### src/rtl/ctrl_sequencer.sv
// Hardwired fetch / register-to-register ALU execute sequencer for the DataPath.
// Optional STEP_MODE_EN adds a `step` input that gates every non-IDLE transition.
//
// state | meaning
// IDLE  | waiting for start, no strobes
// T0    | PC -> MAR, Z <= PC+1
// T1    | first memory-read cycle, Z -> PC, MDR <= mem
// T1W   | memory wait, MDR keeps loading, no PC load
// T2    | MDR -> IR
// T3    | Rb -> Y, or flag illegal opcode
// T4    | Rc op Y -> Z, holds while ALU busy
// T5    | Zlo -> Ra (or LO for MUL/DIV)
// T6    | Zhi -> HI (MUL/DIV only)
module ctrl_sequencer #(
  parameter int SEL_W    = 32,
  parameter int NUM_GPR  = 16,
  parameter int HI_IDX   = 16,
  parameter int LO_IDX   = 17,
  parameter int ZHI_IDX  = 18,
  parameter int ZLO_IDX  = 19,
  parameter int PC_IDX   = 20,
  parameter int MDR_IDX  = 21,
  parameter int ALU_W    = 16,
  parameter int INCPC_OP = 20,
  parameter int MUL_OPC  = 15,
  parameter int DIV_OPC  = 16,
  parameter int OP_LIMIT = 19
) (
  input  logic             clock,
  input  logic             clear,
  input  logic             start,
  input  logic             halt,
  input  logic [31:0]      ir,
  input  logic             mem_ready,
  input  logic             alu_busy,
`ifdef STEP_MODE_EN
  input  logic             step,
`endif
  output logic [SEL_W-1:0] Rin,
  output logic [SEL_W-1:0] Rout,
  output logic             IRin,
  output logic             MARin,
  output logic             RYin,
  output logic             MDRread,
  output logic [ALU_W-1:0] ALUControl,
  output logic             busy,
  output logic             done,
  output logic             illegal
);

  typedef enum logic [3:0] {
    S_IDLE, S_T0, S_T1, S_T1W, S_T2, S_T3, S_T4, S_T5, S_T6
  } state_t;

  localparam logic [SEL_W-1:0] ONE     = {{(SEL_W-1){1'b0}}, 1'b1};
  localparam logic [SEL_W-1:0] SEL_HI  = ONE << HI_IDX;
  localparam logic [SEL_W-1:0] SEL_LO  = ONE << LO_IDX;
  localparam logic [SEL_W-1:0] SEL_ZHI = ONE << ZHI_IDX;
  localparam logic [SEL_W-1:0] SEL_ZLO = ONE << ZLO_IDX;
  localparam logic [SEL_W-1:0] SEL_PC  = ONE << PC_IDX;
  localparam logic [SEL_W-1:0] SEL_MDR = ONE << MDR_IDX;

  state_t      state;
  logic        adv;
  logic [4:0]  opcode;
  logic [3:0]  ra, rb, rc;
  logic        is_muldiv;
  logic        op_bad;
  logic        unused_ir;

  assign opcode    = ir[31:27];
  assign ra        = ir[26:23];
  assign rb        = ir[22:19];
  assign rc        = ir[18:15];
  assign unused_ir = ^ir[14:0];
  assign is_muldiv = (opcode == 5'(MUL_OPC)) || (opcode == 5'(DIV_OPC));
  assign op_bad    = {27'd0, opcode} >= 32'(OP_LIMIT);

`ifdef STEP_MODE_EN
  assign adv = step;
`else
  assign adv = 1'b1;
`endif

  // Out-of-range register indices decode to no strobe at all.
  function automatic logic [SEL_W-1:0] gpr_sel(input logic [3:0] r);
    return ({28'd0, r} < 32'(NUM_GPR)) ? (ONE << r) : '0;
  endfunction

  always_ff @(posedge clock or negedge clear) begin
    if (!clear) begin
      state   <= S_IDLE;
      illegal <= 1'b0;
    end else begin
      case (state)
        S_IDLE: if (start) state <= S_T0;
        S_T0:   if (adv) state <= S_T1;
        S_T1, S_T1W:
          if (adv) state <= mem_ready ? S_T2 : S_T1W;
        S_T2:   if (adv) state <= S_T3;
        S_T3:
          if (adv) begin
            if (op_bad) begin
              illegal <= 1'b1;
              state   <= S_IDLE;
            end else begin
              state <= S_T4;
            end
          end
        S_T4:   if (adv && !alu_busy) state <= S_T5;
        S_T5:
          if (adv) begin
            if (is_muldiv) state <= S_T6;
            else           state <= halt ? S_IDLE : S_T0;
          end
        S_T6:   if (adv) state <= halt ? S_IDLE : S_T0;
        default: state <= S_IDLE;
      endcase
    end
  end

  always_comb begin
    Rin        = '0;
    Rout       = '0;
    IRin       = 1'b0;
    MARin      = 1'b0;
    RYin       = 1'b0;
    MDRread    = 1'b0;
    ALUControl = '0;
    done       = 1'b0;
    busy       = (state != S_IDLE);
    case (state)
      S_T0: begin
        Rout       = SEL_PC;
        MARin      = 1'b1;
        Rin        = SEL_ZLO;
        ALUControl = ALU_W'(INCPC_OP);
      end
      S_T1: begin
        Rout    = SEL_ZLO;
        Rin     = SEL_PC | SEL_MDR;
        MDRread = 1'b1;
      end
      S_T1W: begin
        Rout    = SEL_ZLO;
        Rin     = SEL_MDR;
        MDRread = 1'b1;
      end
      S_T2: begin
        Rout = SEL_MDR;
        IRin = 1'b1;
      end
      S_T3: begin
        if (!op_bad) begin
          Rout = gpr_sel(rb);
          RYin = 1'b1;
        end
      end
      S_T4: begin
        Rout       = gpr_sel(rc);
        ALUControl = ALU_W'(opcode);
        Rin        = SEL_ZLO;
      end
      S_T5: begin
        Rout = SEL_ZLO;
        Rin  = is_muldiv ? SEL_LO : gpr_sel(ra);
        done = !is_muldiv;
      end
      S_T6: begin
        Rout = SEL_ZHI;
        Rin  = SEL_HI;
        done = 1'b1;
      end
      default: ;
    endcase
  end

endmodule

### config.mk
export PLATFORM = sky130hd
export DESIGN_NAME = ctrl_sequencer
export DESIGN_NICKNAME = d
export VERILOG_FILES = /design/src/rtl/ctrl_sequencer.sv
export SDC_FILE = /design/constraint.sdc
export NUM_CORES = 1
export LEC_CHECK = 0
export CELL_PAD_IN_SITES_DETAIL_PLACEMENT = 0
export CELL_PAD_IN_SITES_GLOBAL_PLACEMENT = 1
export CORE_UTILIZATION = 17
export DETAILED_ROUTE_END_ITERATION = 8
export PLACE_DENSITY_LB_ADDON = 0.1
export SYNTH_ARGS = -nofsm -noshare
export SYNTH_HDL_FRONTEND = slang
export SYNTH_SLANG_ARGS = --single-unit
export TNS_END_PERCENT = 100
### constraint.sdc
create_clock -name clock -period 1.91 [get_ports clock]
set_input_delay 0.2865 -clock clock [delete_from_list [all_inputs] [get_ports clock]]
set_output_delay 0.2865 -clock clock [all_outputs]
set_load 0.05 [all_outputs]
* Word level (Yosys, flattened, before mapping)
Index checks and enable logic that the tools add are counted.
** Storage, ports and cells
- Register bits after elaboration :: 5
- Input bits :: 38
- Output and inout port bits :: 87
- Logic and storage cells :: 45
** Cells by class
- Magnitude comparators :: 1
- Eq/ne operators :: 12
- Shifts and indexed selects :: 3
- Muxes and demuxes :: 18
- Reduce and logical (&&, ||, !) cells :: 9
** Operators with widths (count)
- $pmux 32 s6 :: 1
- $pmux 32 s5 :: 1
- $shl 1x4->32 const A :: 3
- $mux 32 :: 2
- $pmux 4 s8 :: 1
- $eq 4x3->1 const B :: 4
- $mux 4 :: 3
- $pmux 5 s2 :: 1
- $eq 4x2->1 const B :: 2
- $mux 1 :: 6
- $mux 3 :: 2
- $eq 5x4->1 const B :: 1
- $eq 5x5->1 const B :: 1
- $ge 5x5->1 const B :: 1
- $eq 4x1->1 const B :: 1
- $eq 4x4->1 const B :: 1
- $logic_not 4->1 :: 1
- $ne 2x2->1 const B :: 2
- $reduce_and 2->1 :: 2
- $reduce_bool 4->1 :: 1
- $reduce_or 2->1 :: 2
- $reduce_or 3->1 :: 1
- $pmux 1 s2 :: 1
- $logic_not 1->1 :: 1
- $logic_or 1x1->1 :: 1

* Depth between registers and ports, before layout
- Depth in word-level cells :: 4
- Gate-level depth with buffers :: 6
- Mapped depth without buffers :: 4

* Worst setup path before layout
No wires, ideal clock.
- Path kind :: register to output
- Start :: register state[1]
- End :: output port done
- Arrival :: 2855 ps
- Required time :: 1623 ps
- Slack :: -1232 ps
- Cell stages (with the launch flop) :: 5
- Path buffers :: 1
- Path through :: dfrtp_1 -> clkbuf_1 -> nor4b_1 -> inv_1 -> nand2_1
** On the way
- Word-level cells in the longest chain between the ends :: 2
- Elaborated cells on any way between the ends :: 3
- Those cells by class :: eq/ne: 2; mux: 1
** Ends and longest elaborated chain
- start: declaration :: line 63 : state_t state;
- start signal: assignment :: line 99 : if (adv) state <= mem_ready ? S_T2 : S_T1W;
- start signal: assignment :: line 114 : else state <= halt ? S_IDLE : S_T0;
- start signal: assignment :: line 116 : S_T6: if (adv) state <= halt ? S_IDLE : S_T0;
- $eq 4x4->1 or $eq 4x3->1 (tied branches) :: line 132 : case (state)
- $pmux 1 s2 * :: line 132
- end: declaration :: line 47 : output logic done,
Mark *: on every way between the ends. The rest lies on a longest branch, timed or not.

* Worst setup path after layout
- Start :: register state[1]
- End :: output port Rout[8]
** On the way
- Word-level cells in the longest chain between the ends :: 3
- Elaborated cells on any way between the ends :: 10
- Those cells by class :: eq/ne: 8; mux: 1; reduce/logical: 1
** Ends and longest elaborated chain
- $eq 4x3->1 or $eq 4x2->1 (tied branches) :: line 132
- $reduce_or 3->1 (no source line)
- $pmux 32 s6 * :: line 132
- end: declaration :: line 40 : output logic [SEL_W-1:0] Rout,
Marks and branches as above.

==> out/qor.yml <==
ioPinCount: 125
die_w_um: 83.4
first_iter_violations: 16
multi_input_area_mm2: 0.00138
via_per_inst: 4.37
syn_area_mm2: 0.00113
yosysUniqueCellTypes: 37
async_reset_ff_frac: 1.00
clk_latency_ns: 0.22
setup_ws_ns: -0.122
violations: "negative setup slack"
power_frac_comb: 0.868
max_freq_mhz: 492
grt_pass1_wl_mm: 8.28
synth_seq_cells: 5
internal_power_uw: 1470
hold_viol: 0
dp_hpwl_mm: 4.12
final_cells: 358
reg2reg_slack_ns: 0.47
drt-total-wl_mm: 5.07
worst_path_max_delay_cell: "dfrtp_2"
grt_max_degree: 12
antenna_left: 0
clkTransAtPathRegs_ns: 0.03
power_density_mw_per_mm2: 934
via_count: 1566
fin_crit_sh: 1.06
start_util: 0.177
area_growth_pct: 197
arrival_ns: 1.75
die_area_mm2: 0.00696
regArea_um2: 129
synth_common_cells: "34 x buf_4, 18 x nor3_1, 13 x nand2_1"
end_kind: "output port"
coreArea_mm2: 0.00639
port_buffers: 75
cpPeakStageDelay_ns: 0.42
grt_pass1_vias: 1615
switching_share: 0.530
finClkSkew_ns: 0.000760
crit_chain: "nand2b_4 > a211oi_4 > buf_6 > nand3b_1 > buf_6 > o32ai_4 > buf_12"
synth-seq-area-share: 0.111
routedWlPerCell_um: 14.2
drive_gt1_frac: 0.623
drv_cap: 0
hold_class: "input pin to async pin"
wl_met2_mm: 3.03
fillers: 581
ys.flop_type: "dfrtp_1"
switchingPower_uw: 1660
met3_length_um: 257
clock-sinks: 5
start_kind: "register"
synth.most_common_cell: "buf_4"
wl_met1_mm: 1.75
drc: 0
status: "finished, violations left"
synth_area_leader_cell: "buf_4"
place_congestion: 0.717
rows: 29
p_clk_frac: 0.061
num-nets-final: 320
hold_ws_ns: 0.298
fin_util: 0.525
rsz0062_at_grt: "true"
synth_top_area_share: 0.226
syn-instance-count: 164
grt_use_total: 0.148
maxUsedRoutingLayer: "met4"
critPathMaxFanout: 4
h-tree-depth: 1
cts_tree: "built"
drv_slew: 0
p_seq_frac: 0.071
grt-ovfl-total: 0
ir_worst_vdd_v: 0.000803
fin_crit_ns: 2.03
synth_edf_count: 0
synthTopCellsByArea: "buf_4 23%, dfrtp_1 11%, nor3_1 8.0%"
die_h_um: 83.4
cpMostUsedCell: "buf_6"
criticalPathCategory: "register to output port"
cts_made_buffers: 3
syn_area_per_cell_um2: 6.87
cts_buffer_depth: 2
cp.required_ns: 1.62
ys.warnings.count: 0
setup_violations: 20
num_antenna_cells: 0
p_leak_uw: 0.00141
antenna_found_initial: 0
root_buffer: "clkbuf_8"
dpl.cell_count: 343
dr.pass1.iters: 4
[worst max-delay path, delay by kind of cell, from the launching register on]
kind / cells / cell delay (ns)
buffers and inverters: 3 / 0.49
flip-flops: 1 / 0.42
AO/OA/AOI/OAI: 2 / 0.35
AND/OR/NAND/NOR: 2 / 0.26
[power by group through the flow]
stage	registers (µW)	clock network, µW	logic [µW]
6_report	224	191	2710
5_1_grt	233	203	2850
4_1_cts	220	195	2690
3_5_place_dp	205	0	2440
3_3_place_gp	205	0	2450
2_1_floorplan	230	0	1330
[cells in the final DEF (no fill, tap or decap), drive strengths merged, types with 5 or more instances in the layout]
| master | count |
|---|---|
| nor2 | 10 |
| o22ai | 9 |
| conb | 34 |
| nand2 | 13 |
| nor3 | 19 |
| dfrtp | 5 |
| clkdlybuf4s50 | 17 |
| buf | 102 |
| nor4 | 6 |
| inv | 8 |
| nand2b | 10 |
[final timing paths]
kind | from | cells after the start | endpoint
max | state[1]$_DFFE_PN0P_ | 7 | Rout[8]
min | clear | 1 | state[3]$_DFFE_PN0P_
max reg2reg | state[3]$_DFFE_PN0P_ | 6 | state[0]$_DFFE_PN0P_
min reg2reg | illegal$_DFFE_PN0P_ | 1 | illegal$_DFFE_PN0P_
max in group asynchronous | clear | 1 | state[1]$_DFFE_PN0P_
min in group clock | illegal$_DFFE_PN0P_ | 1 | illegal$_DFFE_PN0P_
[cell families after synthesis]
group	synth area share
muxes	0.00888
buffers and inverters	0.279
AOI/OAI and AO/OA	0.204
and+or+nand+nor	0.394
DFF	0.111
other	0.00333
[metrics by stage]
step | total power [µW] | cell area [µm²] | setup slack, ns | TNS (ns)
2_1_floorplan | 1550 | 1500 | -0.607 | -14.70
6_report | 3130 | 3350 | -0.122 | -1.44
5_1_grt | 3290 | 3350 | -0.200 | -3.13
3_3_place_gp | 2650 | 2860 | -0.472 | -12.43
4_1_cts | 3100 | 3280 | -0.121 | -1.62
3_5_place_dp | 2650 | 2860 | -0.492 | -13.37
[state kept, by name (all words and copies together), names as in the netlist]
| register | cells |
|---|---|
| state | 4 |
| illegal | 1 |
[layer usage]
layer,global-route usage,vias to the layer above
li1,-,768
met1,0.160,732
met2,0.300,64
met3,0.0239,2
met4,0.0262,0
met5,0,-
[layout make-up]
| class | count | share of cell area |
|---|---|---|
| multi-input cells | 143 | 0.411 |
| flip-flops and latches | 5 | 0.0384 |
| clock buffers | 4 | 0.0134 |
| repair buffers | 121 | 0.499 |
| inverters | 8 | 0.00896 |
| well taps | 77 | 0.0287 |
[repair_timing]
item,CTS,global route
gates cloned,2,0
resized for setup,69,19
buffers inserted,9,2
endpoints found under the setup margin,40,39
hold buffers,0,0
pin swaps,10,15
Note: power is estimated with default switching activity, not from simulation.
